--- config.mk ---
export PLATFORM = sky130hd
export DESIGN_NAME = c17_bist_ctrl
export DESIGN_NICKNAME = d
export VERILOG_FILES = /design/src/rtl/c17_bist_pkg.sv /design/src/rtl/c17_misr.sv /design/src/rtl/c17_bist_ctrl.sv
export SDC_FILE = /design/constraint.sdc
export NUM_CORES = 1
export LEC_CHECK = 0
export BUFFER_PORTS_ARGS = -buffer_cell sky130_fd_sc_hd__buf_4
export CAP_MARGIN = 20
export CORE_MARGIN = 2
export CORE_UTILIZATION = 45
export CTS_CLUSTER_DIAMETER = 200
export DETAILED_ROUTE_END_ITERATION = 10
export HOLD_SLACK_MARGIN = 0.06
export PLACE_DENSITY = 0.74
export SLEW_MARGIN = 10
export SYNTH_ARGS = -nofsm -noshare
export SYNTH_HDL_FRONTEND = slang
export SYNTH_HIERARCHICAL = 1
export SYNTH_SLANG_ARGS = --single-unit
--- constraint.sdc ---
create_clock -name clk -period 2.65 [get_ports clk]
set_input_delay 0.53 -clock clk [delete_from_list [all_inputs] [get_ports clk]]
set_output_delay 0.53 -clock clk [all_outputs]
set_load 0.02 [all_outputs]
--- src/rtl/c17_bist_pkg.sv ---
// Shared types and constants for the c17 self-test controller and its MISR.
// LFSR constants are consumed by c17_bist_ctrl when C17_BIST_LFSR_EN is defined.
package c17_bist_pkg;

   typedef enum logic [1:0] {IDLE, APPLY, CAPTURE, DONE} state_e;

   localparam int MISR_W = 16;
   localparam int PAT_W  = 5;
   localparam int RESP_W = 2;

   // x^16+x^14+x^13+x^11+1: feedback taps at bits 15,13,12,10
   localparam logic [MISR_W-1:0] MISR_TAPS = 16'hB400;

   // x^5+x^3+1 Fibonacci LFSR, shift left, feedback from bits 4 and 1
   localparam logic [PAT_W-1:0] LFSR_SEED = 5'b00001;
   localparam logic [PAT_W-1:0] LFSR_TAPS = 5'b10010;

   function automatic logic [PAT_W-1:0] lfsr_step(input logic [PAT_W-1:0] s);
      return {s[PAT_W-2:0], ^(s & LFSR_TAPS)};
   endfunction

endpackage

--- src/rtl/c17_misr.sv ---
// 16-bit Fibonacci MISR compacting a 2-bit response stream; clr and rst force zero.
module c17_misr
   import c17_bist_pkg::*;
(
   input  logic              clk,
   input  logic              rst,
   input  logic              clr,
   input  logic              en,
   input  logic [RESP_W-1:0] din,
   output logic [MISR_W-1:0] sig
);

   logic [MISR_W-1:0] sig_q, sig_d;

   always_comb begin
      sig_d = sig_q;
      if (clr)
         sig_d = '0;
      else if (en)
         sig_d = {sig_q[MISR_W-2:0], ^(sig_q & MISR_TAPS)} ^ {{(MISR_W-RESP_W){1'b0}}, din};
   end

   always_ff @(posedge clk) begin
      if (rst) sig_q <= '0;
      else     sig_q <= sig_d;
   end

   assign sig = sig_q;

endmodule

--- src/rtl/c17_bist_ctrl.sv ---
// BIST controller for the locked c17 netlist: applies vectors, compacts responses, gives a verdict.
// Define C17_BIST_LFSR_EN to source vectors from a 5-bit LFSR instead of a binary counter.
module c17_bist_ctrl
   import c17_bist_pkg::*;
#(
   parameter int                NUM_PATTERNS  = 32,
   parameter int                SETTLE_CYCLES = 1,
   parameter logic [MISR_W-1:0] GOLDEN_SIG    = 16'h0000
) (
   input  logic              clk,
   input  logic              rst,
   input  logic              start,
   output logic [PAT_W-1:0]  pat_out,
   input  logic [RESP_W-1:0] resp_in,
   output logic              busy,
   output logic              done,
   output logic              pass,
   output logic [MISR_W-1:0] signature
);

   if (NUM_PATTERNS < 1 || NUM_PATTERNS > 32) begin : g_bad_num_patterns
      $error("c17_bist_ctrl: NUM_PATTERNS must be in 1..32");
   end
   if (SETTLE_CYCLES < 1 || SETTLE_CYCLES > 15) begin : g_bad_settle
      $error("c17_bist_ctrl: SETTLE_CYCLES must be in 1..15");
   end

   localparam logic [4:0] LAST_IDX = 5'(NUM_PATTERNS - 1);
   localparam logic [3:0] SETTLE_N = 4'(SETTLE_CYCLES);

`ifdef C17_BIST_LFSR_EN
   localparam logic [PAT_W-1:0] FIRST_PAT = LFSR_SEED;
`else
   localparam logic [PAT_W-1:0] FIRST_PAT = '0;
`endif

   state_e           state_q, state_d;
   logic [4:0]       idx_q, idx_d;
   logic [3:0]       settle_q, settle_d;
   logic [PAT_W-1:0] pat_q, pat_d, pat_next;
   logic             done_q, pass_q;
   logic             misr_clr, misr_en;
   logic [MISR_W-1:0] sig;

`ifdef C17_BIST_LFSR_EN
   // the LFSR never produces zero, so the 32nd vector is forced to 0 to stay exhaustive
   assign pat_next = (idx_q == 5'd30) ? '0 : lfsr_step(pat_q);
`else
   assign pat_next = pat_q + 1'b1;
`endif

   always_comb begin
      state_d  = state_q;
      idx_d    = idx_q;
      settle_d = settle_q;
      pat_d    = pat_q;
      misr_clr = 1'b0;
      misr_en  = 1'b0;
      case (state_q)
         IDLE, DONE: begin
            if (start) begin
               state_d  = APPLY;
               idx_d    = '0;
               settle_d = '0;
               pat_d    = FIRST_PAT;
               misr_clr = 1'b1;
            end
         end
         APPLY: begin
            settle_d = settle_q + 1'b1;
            if (settle_d == SETTLE_N) state_d = CAPTURE;
         end
         CAPTURE: begin
            misr_en = 1'b1;
            if (idx_q == LAST_IDX) begin
               state_d = DONE;
            end else begin
               state_d  = APPLY;
               idx_d    = idx_q + 1'b1;
               settle_d = '0;
               pat_d    = pat_next;
            end
         end
         default: state_d = IDLE;
      endcase
   end

   always_ff @(posedge clk) begin
      if (rst) begin
         state_q  <= IDLE;
         idx_q    <= '0;
         settle_q <= '0;
         pat_q    <= '0;
         done_q   <= 1'b0;
         pass_q   <= 1'b0;
      end else begin
         state_q  <= state_d;
         idx_q    <= idx_d;
         settle_q <= settle_d;
         pat_q    <= pat_d;
         // verdict registered one cycle after entering DONE; a restart drops it immediately
         done_q   <= (state_q == DONE) && !start;
         pass_q   <= (state_q == DONE) && !start && (sig == GOLDEN_SIG);
      end
   end

   c17_misr u_misr (
      .clk (clk),
      .rst (rst),
      .clr (misr_clr),
      .en  (misr_en),
      .din (resp_in),
      .sig (sig)
   );

   assign pat_out   = pat_q;
   assign busy      = (state_q == APPLY) || (state_q == CAPTURE);
   assign done      = done_q;
   assign pass      = pass_q;
   assign signature = sig;

endmodule

==> Word level (Yosys, flattened, before mapping) <==
Cells that the tools add are included.
{ "totals": {"ff_bits": 34, "out_inout_bits": 24, "elab_cells": 47} }
{ "classes": {"n_addsub": 3, "eq_ne": 8, "mux": 15, "n_bitwise": 1, "n_reduce_logical": 13} }
{ "op_table": {"columns": ["op", "n"], "rows": [
  ["$pmux W5 S2", 2],
  ["$logic_not A16 Y1", 1],
  ["$reduce_xor A16 Y1", 1],
  ["$xor A16 B2 Y16", 1],
  ["$mux W5", 3],
  ["$pmux W4 S3", 1],
  ["$add A5 B1 Y5 const B", 2],
  ["$mux W4", 2],
  ["$mux W2", 3],
  ["$ne A2 B2 Y1 const B", 3],
  ["$pmux W2 S3", 1],
  ["$eq A5 B5 Y1 const B", 1],
  ["$add A4 B1 Y4 const B", 1],
  ["$eq A2 B2 Y1 const B", 2],
  ["$eq A4 B1 Y1 const B", 1],
  ["$reduce_and A2 Y1", 2],
  ["$reduce_or A2 Y1", 2],
  ["$mux W1", 3],
  ["$reduce_and A3 Y1", 1],
  ["$eq A2 B1 Y1 const B", 1],
  ["$logic_and A1 B1 Y1", 2],
  ["$logic_not A2 Y1", 1],
  ["$reduce_bool A2 Y1", 1],
  ["$logic_not A1 Y1", 1],
  ["$logic_or A1 B1 Y1", 1]
]} }

==> Logic depth before layout (Yosys ltp) <==
{ "logic_depth": {"word_depth": 4, "ltp_mapped": 7} }

==> By module <==
Netlist, hierarchy kept.
{ "modules_own_cells": {"columns": ["module", "instances", "cells_per_inst", "area_per_inst_um2"], "rows": [
  ["c17_bist_ctrl", 1, 108, 939.7],
  ["c17_misr", 1, 60, 633.1]
]} }

==> Worst setup path after synthesis <==
OpenSTA, ideal clock, no wires.
{ "synth_path": {"kind": "register to register", "start": "register state_q[0]", "end": "register u_misr.sig_q[0], in the netlist u_misr/sig[0]", "setup_ns": 0.073, "arrival_ns": 1.751, "t_required_ns": 2.577, "setup_slack_ns": 0.826, "stages_incl_launch_ff": 8, "period_less_slack_ns": 1.824, "path_cell_list": "dfxtp_1 > inv_1 > ha_1 > and2_1 > or2_1 > buf_6 > or3_1 > o211ai_2"} }
{ "synth_between": {"elab_chain_cells": 4, "word_cells_on_any_way": 7} }
{ "synth_lines": {"columns": ["element", "line", "source"], "rows": [
  ["from (decl)", "c17_bist_ctrl.sv:37", "state_e state_q, state_d;"],
  ["from (signal assigned)", "c17_bist_ctrl.sv:97", "state_q <= state_d;"],
  ["$eq A2 B2 Y1 / $logic_not A2 Y1 (equally long branches)", "c17_bist_ctrl.sv:59", "case (state_q)"],
  ["$reduce_or A2 Y1 (*)", "c17_bist_ctrl.sv:59", null],
  ["$mux W1 (*)", "c17_bist_ctrl.sv:59", null],
  ["via misr_clr", "c17_bist_ctrl.sv:42", "logic misr_clr, misr_en;"],
  ["$reduce_or A2 Y1 (no line) (*)", null, null],
  ["to (signal assigned)", "c17_misr.sv:25", "else sig_q <= sig_d;"],
  ["to (decl)", "c17_misr.sv:13", "logic [MISR_W-1:0] sig_q, sig_d;"]
]} }
The timed path passes the listed nets; every way through them passes the cells marked *.
A chain may end at the register's enable or synchronous reset.

==> Worst setup path in the final report <==
Same ends and word-level chain as after synthesis.

==> impl_metrics.ini <==
[clock_tree]
tritoncts = done
worstSkewPairLatency_ns = 0.33
clock_sinks = 34
cts_setup_buffers = 0
ctsHoldBuffers = 0
cts_resized = 0
ctsRootBufferMaster = clkbuf_4
clk_pin_slew_ns = 0.10
clockBufferDepth = 2
cts_buffers = 5
htreeDepth = 2

[routing]
wl_per_cell_um = 12.7
antenna_left = 0
routed_wl_um = 3090
drc = 0
vias = 1230
via_per_inst = 5.04
firstDrtPassIters = 4
drt_iter0_markers = 70

[hold_path]
hp-class = primary input to flip-flop

[floorplan]
die_height_um = 63.1
core_area_mm2 = 0.00334
boundaryPins = 29
die_w_um = 63.1
initial_core_util = 0.471
die_area_mm2 = 0.00398
rows = 21

[global_routing]
antenna_found_initial = 0
grt_max_degree = 19
gr-total-overflow = 0
grt_pass1_wl_um = 5550
grt.total_usage = 0.176
grt_pass1_vias = 1283

[place]
hpwl_um = 2300
port_buffers = 28
gp_congestion = 0.776
placed_cells = 237

[power_and_ir_drop]
p_leak_nw = 0.749
p_total_mw = 1.07
p_per_area_mw_per_mm2 = 574
irDropWorstVdd_mv = 0.320

[timing]
maxSlewViolCount = 0
worstMarginPinSlew_ns = 0.519
period_needed_ns = 2.07
fin_crit_sh = 0.781
setup_violations = 0
rsz0062_at_grt = false
hold_viol_final = 0
slew_headroom = 0.654
hold_ws_ns = 0.404
skew_ns = 0.0111
fmax_mhz = 483
fin_tns_setup_ns = 0

[finish]
fillerInstances = 312
seq_area_um2 = 681
area_growth_pct = 18.5
final_cell_mix = nor2_1, dfxtp_1, buf_4
diodes = 0
fin_cells = 244
nets = 212
drive_gt1_frac = 0.212
multi_input_comb_area_um2 = 826

[critical_path]
end_kind = flip-flop
cp-start-kind = flip-flop
critPathMaxFanout = 16
required_ns = 2.92
arrival_ns = 2.34
critPathKind = flip-flop to flip-flop

[status]
outcome = finished, final reports clean

[run]
cap_violations = 0

[synthesis]
synth_warnings = 6
ys.flop_type = dfxtp_1
synth_compound_area_frac = 0.111
syn_area_mm2 = 0.00157
synthesis.nets = 182
synth-seq-area-share = 0.433
synthAdderAreaFrac = 0.0716
synth_edf_count = 0
yosys_register_bits = 34
async_flop_share = 0
synthXorXnorAreaFrac = 0.0533
synth_top_family_by_area = simple AND/OR/NAND/NOR gates
synth.area.mux_share = 0.0963
syn_inst = 168
synth.avg_cell_area_um2 = 9.36
ys_types = 40
yosys.area_share.simple = 0.193
==> synthesized netlist by cell type (2+ instances only) <==
master    count  area share
a211oi_1      3       0.014
a21o_1        2      0.0095
a21oi_1       3      0.0095
a22oi_1       3       0.014
buf_2         2      0.0064
clkbuf_1      3      0.0072
dfxtp_1      34        0.43
ha_1          9       0.072
inv_1         9       0.021
mux2i_1      14       0.089
nand2_1       7       0.017
nand3_1       5       0.016
nand4_1       4       0.016
nor2_1       34       0.081
nor4_1        4       0.016
o21ai_0       3      0.0095
xor2_1        6       0.033
==> per-layer routing <==
| layer | global-route usage | routed length [um] |
|---|---|---|
| met1 | 0.195 | 1390 |
| met2 | 0.319 | 1520 |
| met3 | 0.0429 | 115 |
| met4 | 0.0750 | 67 |
| met5 | 0 | 0 |
==> registers in the layout, summed over array words and instances, names as in the netlist <==
register,count
done,1
pat_out,5
state_q,2
pass,1
settle_q,4
idx_q,5
u_misr/sig,16
==> worst max-delay path: stages, from the launching register on <==
cell and delay (ns):
dfxtp_1 0.39, inv_1 0.08, ha_1 0.34, and2_1 0.20
or2_1 0.43, or3_1 0.44, o211ai_2 0.13
==> cells by family (layout without fill, tap and decap cells) <==
kind of cell    after synthesis  after routing
buf+inv                      15             45
xor+xnor                      8              8
compound gates               23             23
mux                          15             15
fa+ha+maj                     9              9
flops                        34             34
simple gates                 64             64
==> worst paths after layout <==
check	from	endpoint	slack, ns	depth (start not counted)
max	state_q[0]	u_misr/sig[0]	0.58	6
max reg2reg	state_q[0]	u_misr/sig[0]	0.58	6
min	start	done	0.40	2
min reg2reg	settle_q[2]	settle_q[2]	0.52	2
==> final cells by class <==
| type | instances | share of cell area |
|---|---|---|
| tap | 46 | 0.0309 |
| timing repair buffer | 29 | 0.117 |
| clock inverter | 2 | 0.00537 |
| clock buffer | 5 | 0.0201 |
| inverter | 9 | 0.0181 |
| multi-input combinational | 119 | 0.443 |
| sequential | 34 | 0.365 |
==> stage by stage <==
step	utilization	instance area (um^2)	setup slack, ns
floorplan	-	1570	0.826
global placement	0.544	1820	0.669
detailed placement	0.544	1820	0.587
CTS	0.558	1860	0.579
global route	0.558	1860	0.374
finish	0.558	1860	0.580
==> where the power goes <==
part | switching, mW | internal, mW | total (mW)
Sequential | 0.0174 | 0.527 | 0.545
Clock | 0.160 | 0.0952 | 0.255
Combinational | 0.169 | 0.101 | 0.270
Total | 0.347 | 0.723 | 1.07
Power figures use the tool's default switching activity.
